===== config.mk =====
export PLATFORM = sky130hd
export DESIGN_NAME = alu_sequencer
export DESIGN_NICKNAME = d
export VERILOG_FILES = /design/src/rtl/alu_sequencer.sv
export SDC_FILE = /design/constraint.sdc
export NUM_CORES = 1
export LEC_CHECK = 0
export CORE_ASPECT_RATIO = 0.8
export CORE_UTILIZATION = 42
export CTS_CLUSTER_DIAMETER = 80
export DETAILED_ROUTE_END_ITERATION = 10
export PLACE_DENSITY_LB_ADDON = 0.25
export SLEW_MARGIN = 25
export SYNTH_ARGS = -nofsm -noshare
export SYNTH_HDL_FRONTEND = slang
export SYNTH_SLANG_ARGS = --single-unit

===== constraint.sdc =====
create_clock -name clk -period 1.4 [get_ports clk]
set_clock_uncertainty 0.05 [all_clocks]
set_input_delay 0.21 -clock clk [delete_from_list [all_inputs] [get_ports clk]]
set_output_delay 0.21 -clock clk [all_outputs]
set_load 0.005 [all_outputs]

===== src/rtl/alu_sequencer.sv =====
// ----------------------------------------------------------------------------
// alu_sequencer
//
// Collects two operands and an opcode from a switch bus, one per press of a
// load button. It then presents them, registered, to an external
// combinational ALU and captures the ALU result one cycle later.
//
// Optional feature macro: ALU_SEQ_OPCHECK_EN
//   When defined, an opcode outside the supported set is rejected. The block
//   raises o_err and stays in WAIT_OP, and o_opcode is not changed. When the
//   macro is not defined, the o_err port does not exist and every opcode
//   value is accepted.
//
// Ports
//   clk          : single clock, rising edge
//   rst_n        : synchronous active-low reset
//   i_sw         : switch bus, source of operands and opcode
//   i_btn_load   : debounced load button (level); only its rising edge counts
//   i_btn_clr    : abort button (level); returns to WAIT_A, clears o_valid
//   o_dato_a     : operand A to the ALU
//   o_dato_b     : operand B to the ALU
//   o_opcode     : opcode to the ALU
//   i_alu_out    : combinational ALU result
//   o_result     : captured ALU result
//   o_valid      : high while o_result holds a fresh result
//   o_state      : current state encoding (for LEDs)
//   o_err        : illegal-opcode flag (only with ALU_SEQ_OPCHECK_EN)
//
// state   | meaning
// --------+----------------------------------------------------------
// WAIT_A  | waiting for the load press that captures operand A
// WAIT_B  | waiting for the load press that captures operand B
// WAIT_OP | waiting for the load press that captures the opcode
// EXEC    | one cycle; ALU result is registered on this edge
// DONE    | result held; a load press starts a new sequence (as WAIT_A)
// ----------------------------------------------------------------------------
module alu_sequencer #(
  parameter int NB_DATA   = 8,
  parameter int NB_OPCODE = 6
) (
  input  logic                 clk,
  input  logic                 rst_n,
  input  logic [NB_DATA-1:0]   i_sw,
  input  logic                 i_btn_load,
  input  logic                 i_btn_clr,
  output logic [NB_DATA-1:0]   o_dato_a,
  output logic [NB_DATA-1:0]   o_dato_b,
  output logic [NB_OPCODE-1:0] o_opcode,
  input  logic [NB_DATA-1:0]   i_alu_out,
  output logic [NB_DATA-1:0]   o_result,
  output logic                 o_valid,
  output logic [2:0]           o_state
`ifdef ALU_SEQ_OPCHECK_EN
  ,
  output logic                 o_err
`endif
);

  typedef enum logic [2:0] {
    WAIT_A  = 3'd0,
    WAIT_B  = 3'd1,
    WAIT_OP = 3'd2,
    EXEC    = 3'd3,
    DONE    = 3'd4
  } state_e;

  state_e               state_q,     state_d;
  logic [NB_DATA-1:0]   dato_a_q,    dato_a_d;
  logic [NB_DATA-1:0]   dato_b_q,    dato_b_d;
  logic [NB_OPCODE-1:0] opcode_q,    opcode_d;
  logic [NB_DATA-1:0]   result_q,    result_d;
  logic                 valid_q,     valid_d;
  logic                 load_prev_q, load_prev_d;
  logic                 load_evt;
  logic [NB_OPCODE-1:0] opcode_in;

`ifdef ALU_SEQ_OPCHECK_EN
  logic                 err_q, err_d;

  function automatic logic opcode_legal(input logic [NB_OPCODE-1:0] op);
    case (op)
      NB_OPCODE'(6'b100000),
      NB_OPCODE'(6'b100010),
      NB_OPCODE'(6'b100100),
      NB_OPCODE'(6'b100101),
      NB_OPCODE'(6'b100110),
      NB_OPCODE'(6'b000011),
      NB_OPCODE'(6'b000010),
      NB_OPCODE'(6'b100111): opcode_legal = 1'b1;
      default:               opcode_legal = 1'b0;
    endcase
  endfunction
`endif

  // Upper switch bits are simply dropped for the opcode.
  assign opcode_in = i_sw[NB_OPCODE-1:0];

  // The previous sample updates every cycle, whatever the state. A press
  // that lands in EXEC, or together with clear, is therefore used up and
  // not kept for later.
  assign load_evt  = i_btn_load & ~load_prev_q;

  always_comb begin
    state_d     = state_q;
    dato_a_d    = dato_a_q;
    dato_b_d    = dato_b_q;
    opcode_d    = opcode_q;
    result_d    = result_q;
    valid_d     = valid_q;
    load_prev_d = i_btn_load;
`ifdef ALU_SEQ_OPCHECK_EN
    err_d       = err_q;
`endif

    if (i_btn_clr) begin
      // Clear wins over a simultaneous load. Data registers keep their values.
      state_d = WAIT_A;
      valid_d = 1'b0;
`ifdef ALU_SEQ_OPCHECK_EN
      err_d   = 1'b0;
`endif
    end else begin
      case (state_q)
        WAIT_A, DONE: begin
          if (load_evt) begin
            dato_a_d = i_sw;
            valid_d  = 1'b0;
            state_d  = WAIT_B;
          end
        end
        WAIT_B: begin
          if (load_evt) begin
            dato_b_d = i_sw;
            state_d  = WAIT_OP;
          end
        end
        WAIT_OP: begin
          if (load_evt) begin
`ifdef ALU_SEQ_OPCHECK_EN
            if (opcode_legal(opcode_in)) begin
              opcode_d = opcode_in;
              err_d    = 1'b0;
              state_d  = EXEC;
            end else begin
              err_d    = 1'b1;
            end
`else
            opcode_d = opcode_in;
            state_d  = EXEC;
`endif
          end
        end
        EXEC: begin
          result_d = i_alu_out;
          valid_d  = 1'b1;
          state_d  = DONE;
        end
        default: state_d = WAIT_A;
      endcase
    end
  end

  always_ff @(posedge clk) begin
    if (!rst_n) begin
      state_q     <= WAIT_A;
      dato_a_q    <= '0;
      dato_b_q    <= '0;
      opcode_q    <= '0;
      result_q    <= '0;
      valid_q     <= 1'b0;
      // Reset to 1 so that a button held through reset does not count as a press.
      load_prev_q <= 1'b1;
`ifdef ALU_SEQ_OPCHECK_EN
      err_q       <= 1'b0;
`endif
    end else begin
      state_q     <= state_d;
      dato_a_q    <= dato_a_d;
      dato_b_q    <= dato_b_d;
      opcode_q    <= opcode_d;
      result_q    <= result_d;
      valid_q     <= valid_d;
      load_prev_q <= load_prev_d;
`ifdef ALU_SEQ_OPCHECK_EN
      err_q       <= err_d;
`endif
    end
  end

  assign o_dato_a = dato_a_q;
  assign o_dato_b = dato_b_q;
  assign o_opcode = opcode_q;
  assign o_result = result_q;
  assign o_valid  = valid_q;
  assign o_state  = state_q;
`ifdef ALU_SEQ_OPCHECK_EN
  assign o_err    = err_q;
`endif

endmodule


* Word level (Yosys, flattened, before mapping)
Cells that the tools add are included.
** Cells by class
- Reduce and logical (&&, ||, !) cells :: 10
- Mux-type cells :: 6
- Equality and inequality tests :: 7
- Bitwise gates (word level) :: 4
** Operators by type and width (count)
- 3-bit case mux with 4 select lines :: 1
- 3-bit AND reduction :: 4
- 3-bit two-way mux :: 3
- 3-bit by 2-bit equality test with 1-bit output, second input constant :: 2
- 2-bit != test, second input constant :: 3
- 2-bit AND reduction :: 2
- 2-bit OR reduction :: 2
- 3-bit by 1-bit equality test with 1-bit output, second input constant :: 1
- 3-bit equality test, second input constant :: 1
- 3-bit zero test :: 1
- 1-bit NOT :: 3
- 1-bit case mux with 2 select lines :: 1
- 2-bit nonzero test :: 1
- 1-bit bitwise AND :: 1
- 1-bit two-way mux :: 1
** Word-level totals
- Flip-flop bits (word level) :: 35
- Output and inout port bits :: 34
- Input port bits :: 20

* Longest topological paths before layout
Gate-level depths: netlist (run 1).
- Depth after elaboration :: 4
- Depth in mapped cells :: 4
- Depth with buffers taken out :: 3

* Worst setup path before layout (run 1)
Ideal clock, no wire load.
- Kind :: flip-flop to flip-flop
- Start :: register state_q[0], in the netlist o_state[0]
- End :: register state_q[0], in the netlist o_state[0]
- Clock period less this slack :: 1.233 ns
- Buffers on the path :: 0
- Required time :: 1.263 ns
- Cell stages (with the launch flop) :: 4
- Data arrival time :: 1.096 ns
- Setup slack :: 0.167 ns
- Path through :: dfxtp_1 -> or3b_1 -> or3_1 -> o31ai_1
** On the way
- Longest elaborated chain between the ends :: 4
- Elaborated cells on any way between the ends :: 11
- Those cells by class :: eq/ne (7); mux (1); reduce/logical (3)
** Ends and longest elaborated chain
- start, declared :: line 67 : state_e state_q, state_d;
- start signal, assigned :: line 177 : state_q <= state_d;
- 3-bit equality test / 3-bit zero test (equally long branches) :: line 123 : case (state_q)
- 2-bit OR reduction :: line 123
- 2-bit != test (no source line)
- 3-bit AND reduction (no source line)
Several ways; a longest one is shown, not always the timed one.
A chain may end at the register's enable or synchronous reset.

* Worst setup path in the final report (run 1)
- Start :: register state_q[2], in the netlist o_state[2]
- End :: register opcode_q[5], in the netlist o_opcode[5]
** On the way
- Longest elaborated chain between the ends :: 2
** Ends and longest elaborated chain
- 3-bit by 2-bit equality test with 1-bit output :: line 123
- 3-bit AND reduction (no source line)
- end signal, assigned :: line 180 : opcode_q <= opcode_d;
- end, declared :: line 70 : logic [NB_OPCODE-1:0] opcode_q, opcode_d;
Every way passes these cells.

==> results of run 1 <==
## metrics by stage
stage / hold slack (ns) / area, um2 / worst slack (ns) / utilization [%] / total power [mW]
4_1_cts: 0.4171 / 2127 / 0.0002445 / 68.44 / 1.879
3_5_place_dp: 0.4041 / 2002 / -0.2992 / 64.41 / 1.181
5_1_grt: 0.1927 / 2206 / -0.04019 / 70.97 / 1.960
6_report: 0.1854 / 2206 / 0.02342 / 70.97 / 1.880
3_3_place_gp: 0.3956 / 2002 / -0.2238 / 64.41 / 1.176
2_1_floorplan: 0.2615 / 1376 / 0.1674 / - / 1.087
## metal layers
layer | vias to the layer above | GRT usage (%)
li1 | 584 | -
met1 | 561 | 24.21
met2 | 30 | 37.41
met3 | 7 | 6.466
met4 | 0 | 7.447
met5 | - | 0
## how the worst max path moves through the flow
stage	from	endpoint	slack [ns]	cells past startpoint
2_1_floorplan	o_state[0]	o_state[0]	0.17	3
3_3_place_gp	i_btn_clr	o_result[2]	-0.22	4
3_5_place_dp	i_btn_clr	o_result[3]	-0.30	4
4_1_cts	o_result[3]	o_result[3]	0.0002	1
5_1_grt	o_state[2]	o_opcode[5]	-0.04	4
6_report	o_state[2]	o_opcode[5]	0.02	4
## logic make-up after synthesis
logic type | count (synthesis) | synth area share, %
AOI/OAI and AO/OA | 6 | 2.364
buffers and inverters | 5 | 2.000
DFF | 35 | 50.91
muxes | 30 | 21.82
and+or+nand+nor | 58 | 22.91
## cells in the final DEF (no fill, tap or decap), types with 2 or more instances in the layout
| cell type | Yosys | final |
|---|---|---|
| a21oi_1 | 4 | 4 |
| and2b_1 | 2 | 2 |
| buf_4 | 0 | 11 |
| clkbuf_8 | 0 | 5 |
| clkdlybuf4s50_1 | 0 | 25 |
| dfxtp_1 | 35 | 22 |
| dfxtp_2 | 0 | 10 |
| dfxtp_4 | 0 | 3 |
| dlygate4sd2_1 | 0 | 5 |
| dlymetal6s2s_1 | 0 | 23 |
| mux2i_1 | 30 | 30 |
| nand2_1 | 32 | 32 |
| nand2_2 | 2 | 2 |
| nand2b_1 | 3 | 3 |
| nor2b_1 | 9 | 9 |
## report_power, final
part           internal, mW  switching, mW  leakage (nW)
combinational        0.0922         0.0614          1.02
sequential            0.999        0.00724         0.290
clock                 0.348          0.372        0.0412
## layout make-up
class | instances | area [um2] | share of cell area, %
clock buffers | 6 | 72.57 | 3.290
clock inverters | 2 | 12.51 | 0.5672
multi-input cells | 94 | 661.9 | 30.01
flip-flops and latches | 35 | 724.4 | 32.84
well taps | 40 | 50.05 | 2.269
repair buffers | 65 | 684.4 | 31.03
## registers in the layout, indices dropped and copies added (netlist names)
| register | flops |
|---|---|
| o_opcode | 6 |
| o_result | 8 |
| o_state | 3 |
| o_dato_a | 8 |
| o_valid | 1 |
| load_prev_q | 1 |
| o_dato_b | 8 |
## repair_timing
action,CTS,global route
setup buffers,4,0
setup endpoints to repair,9,38
resized for setup,13,34
gates cloned,0,0
pin swaps,0,1
==> impl_metrics.toml, run 1 <==
[pwr]
powerDensity_mw_per_mm2 = 852.3
cellLeakagePower_nw = 1.349
vdd_drop_max_v = 0.0005316

[logic_synthesis]
syn_area_per_cell_um2 = 10.27
synth_top_area_cell = "dfxtp_1"
syn-instance-count = 134
synth-seq-cells = 35
synth_top_area_share_pct = 50.91
seq_area_frac_synth_pct = 50.91
synth-edff-count = 0
yosys_warnings = 0
async_flop_share_pct = 0
synth_area_leaders = "dfxtp_1 51%, mux2i_1 22%, nand2_1 8.7%"
yosysMostFrequentCell = "dfxtp_1"
synth_cell_type_count = 24
synth_area_mm2 = 0.001376
ys.flop_type = "dfxtp_1"
synth_fp_nets = 154
synth_commonest_cells = "35 x dfxtp_1, 32 x nand2_1, 30 x mux2i_1"

[drt]
vias = 1182
drc = 0
drt-total-wl_um = 3584
wl_met1_um = 1505
routed.top_layer = "met4"
wl_met3_um = 176
viasPerCell = 4.884
ant_nets = 0
wire_per_inst_um = 14.81
wl_met2_um = 1866
first_pass_iters = 4
drt_iter0_drc = 31

[timing]
setup_viol = 0
finalCriticalPeriod_ns = 1.377
final.setup.tns_ns = 0
clock.fmax_ghz = 0.7264
slew_headroom_pct = 84.21
rsz0062_at_grt = "true"
fin_crit_sh_pct = 98.33
maxSlewViolCount = 0
hold_violations = 0
worst_pin_slew_ns = 0.2363

[setup_path]
worstSetupStartpointType = "flop"
cp_num_buf_inv = 1
crit_required_ns = 1.55
r2r-end = "o_opcode[5]"
path_max_fanout = 6
cp-end-kind = "flop"
crit_chain = "buf_4 -> nor4b_2 -> nand2_2 -> mux2i_1"
regToRegSetupSlack_ns = 0.02
crit_arrival_ns = 1.53
crit_path_max_incr_delay_ns = 0.37
worst-setup-path-type = "flop to flop"
rr_startpoint = "o_state[2]"
slowest_stage = "dfxtp_4"
rr_worst_depth = 4
cpLargestDelayFamily = "simple AND/OR/NAND/NOR gates"

[global_routing]
grt_pass1_wl_um = 5306
gr-total-overflow = 0
grt_pass1_vias = 1110
grt_start_max_net_pins = 21
grt_usage_pct = 21.17
antenna_found_initial = 0

[finish]
antenna_cells = 0
nets = 221
area_growth_pct = 60.27
layout-drive-gt1-share_pct = 19.80
instances_no_fill = 242
fill_cells = 245

[floorplanning]
initial_core_util_pct = 44.28
dieHeight_um = 53.20
fp.dieW_um = 66
boundaryPins = 54
coreArea_mm2 = 0.003108
num_rows = 18
dieArea_mm2 = 0.003511

[clock_network]
clk_pin_slew_ns = 0.08
clk_latency_ns = 0.29
cts-hold-fix-buffers = 0
clkSinkCount = 35
cts_buffer_depth = 2
numCtsBuffers = 5
cts_root_buffer = "clkbuf_8"
cts_tree = "yes"
cts_max_level = 2

[min_path]
hold_depth = 2
hold_path_end = "load_prev_q"
hold_class = "input port to flop"
min_from = "i_btn_load"

[placement]
port_buffers = 53
gp_congestion = 0.8248
dp_cells = 230
dp_hpwl_um = 2395

[outcome]
outcome = "finished clean"

[flow_run]
drv_cap = 0
Note: power is estimated with default switching activity, not from simulation.
==> run 2: changes to the inputs <==
Settings changed: ABC_AREA set to 1, CORE_UTILIZATION 42 to 43.
==> run 2 against run 1 <==
- cell count grew 29%
- setup slack is essentially flat
- sequential power is essentially flat
- wire length shrank 0.64%
- non-clock buffer count grew 5
- critical path depth shrank 3
- global-route usage grew 0.10 points
- utilization grew 3.5 points
- power grew 14%
- fmax is essentially flat
- critical path type is now flop to output port
==> impl_metrics.toml, run 2 <==
[outcome]
outcome = "finished clean"

[logic_synthesis]
yosys_warnings = 0
yosysMostFrequentCell = "nor2_1"
synth-edff-count = 0
synth_area_mm2 = 0.001429
synth_cell_type_count = 16
synth_fp_nets = 221
synth_top_area_share_pct = 49.04
synth_top_area_cell = "dfxtp_1"
synth_commonest_cells = "62 x nor2_1, 35 x dfxtp_1, 31 x nand2_1"
synth_area_leaders = "dfxtp_1 49%, nor2_1 16%, nand3_1 8.8%"
syn-instance-count = 201
syn_area_per_cell_um2 = 7.109
ys.flop_type = "dfxtp_1"
seq_area_frac_synth_pct = 49.04
synth-seq-cells = 35
async_flop_share_pct = 0

[finish]
nets = 292
seqCellArea_um2 = 716.9
instances_no_fill = 313
layout-drive-gt1-share_pct = 19.05
layout_common_cells = "60 x nor2_1, 31 x nand2_1, 27 x dlymetal6s2s_1, 26 x dfxtp_1"
area_growth_pct = 63.22
fin_area_mm2 = 0.002332
final_core_util_pct = 74.50
mostFrequentLayoutCell = "nor2_1"
multiInputGateArea_um2 = 645.6
fill_cells = 259
antenna_cells = 0

[timing]
maxSlewViolCount = 0
clock.fmax_ghz = 0.7266
final.setup.tns_ns = 0
finalCriticalPeriod_ns = 1.376
worst_pin_slew_ns = 0.2439
fin_crit_sh_pct = 98.31
setup_viol = 0
setup_ws_ns = 0.02364
timing.hold.ws_ns = 0.4239
hold_violations = 0
rsz0062_at_grt = "true"
slew_headroom_pct = 83.70

[floorplanning]
coreArea_mm2 = 0.003131
num_rows = 18
dieHeight_um = 53.56
fp.dieW_um = 66.45
boundaryPins = 54
dieArea_mm2 = 0.003559
initial_core_util_pct = 45.64

[setup_path]
slowest_stage = "clkdlybuf4s50_1"
cpLargestDelayFamily = "buffers and inverters"
cp_num_buf_inv = 1
crit_path_max_incr_delay_ns = 0.49
crit_chain = "clkdlybuf4s50_1"
path_max_fanout = 2
crit_required_ns = 1.14
crit_arrival_ns = 1.12
cp-end-kind = "output port"
worst-setup-path-type = "flop to output port"
worstSetupStartpointType = "flop"

[pwr]
switchingPower_uw = 453.9
p_seq_share_pct = 47.3
pwr-share-comb_pct = 8.7
cellLeakagePower_nw = 1.420
p_total_mw = 2.137
vdd_drop_max_v = 0.0006988
powerDensity_mw_per_mm2 = 916.2
swShare_pct = 21.24
internal_power_mw = 1.683
clock_power_share_pct = 44.1

[drt]
drt_iter0_drc = 56
viasPerCell = 4.780
drc = 0
drt-total-wl_um = 3561
wire_per_inst_um = 11.38
first_pass_iters = 4
ant_nets = 0
vias = 1496

[clock_network]
clk_pin_slew_ns = 0.07
clk_latency_ns = 0.29
clkSinkCount = 35
cts_tree = "yes"
cts_buffer_depth = 2
cts_max_level = 2
cts-hold-fix-buffers = 0
numCtsBuffers = 5
cts_root_buffer = "clkbuf_8"

[global_routing]
grt_start_max_net_pins = 26
gr-total-overflow = 0
grt_pass1_vias = 1270
grt_usage_pct = 21.27
antenna_found_initial = 0
grt_pass1_wl_um = 5540

[placement]
dp_hpwl_um = 2537
port_buffers = 53
dp_cells = 302
dpl_cell_area_mm2 = 0.002101
post-place-ws_ns = -0.1145
gp_congestion = 0.7881

[min_path]
hold_class = "flop to flop"

[flow_run]
drv_cap = 0
-- run 2: cell families (layout without fill, tap and decap cells) --
group / after synthesis / count (layout) / synth area share, %
flops: 35 / 35 / 49.04
compound gates: 12 / 12 / 4.203
buf+inv: 22 / 94 / 6.129
simple gates: 132 / 132 / 40.63
-- run 2: worst paths after layout --
path	startpoint	end	slack, ns	cells past startpoint
worst max-delay path	o_dato_a[0]	o_dato_a[0]	0.02	1
worst min-delay path	o_valid	o_valid	0.42	2
worst max register to register	o_state[1]	o_dato_a[1]	0.06	7
worst min register to register	o_valid	o_valid	0.42	2
-- run 2: final cells by class --
cell class	count	share of cell area, %
inverters	16	2.629
repair buffers	70	31.76
well taps	40	2.146
flip-flops and latches	35	30.74
clock inverters	2	1.502
multi-input cells	144	27.68
clock buffers	6	3.541
-- run 2: timing repair --
item / in CTS / in global routing
endpoints found under the setup margin: 5 / 37
pin swaps: 0 / 5
resized for setup: 8 / 34
setup buffers: 1 / 2
-- run 2: routing by layer --
metal,routed length (um),up-vias,GRT usage [%]
li1,-,768,-
met1,1618,682,26.37
met2,1694,40,35.54
met3,211,6,6.992
met4,36,0,6.383
met5,0,-,0
-- run 2: power groups by stage --
stage	clock (mW)	sequential (mW)	combinational, mW
after global routing	0.984	1.01	0.205
final	0.942	1.01	0.185
after CTS	0.944	1.01	0.183
after global placement	0	1.04	0.180
after floorplan	0	1.04	0.0702
after detailed placement	0	1.04	0.182
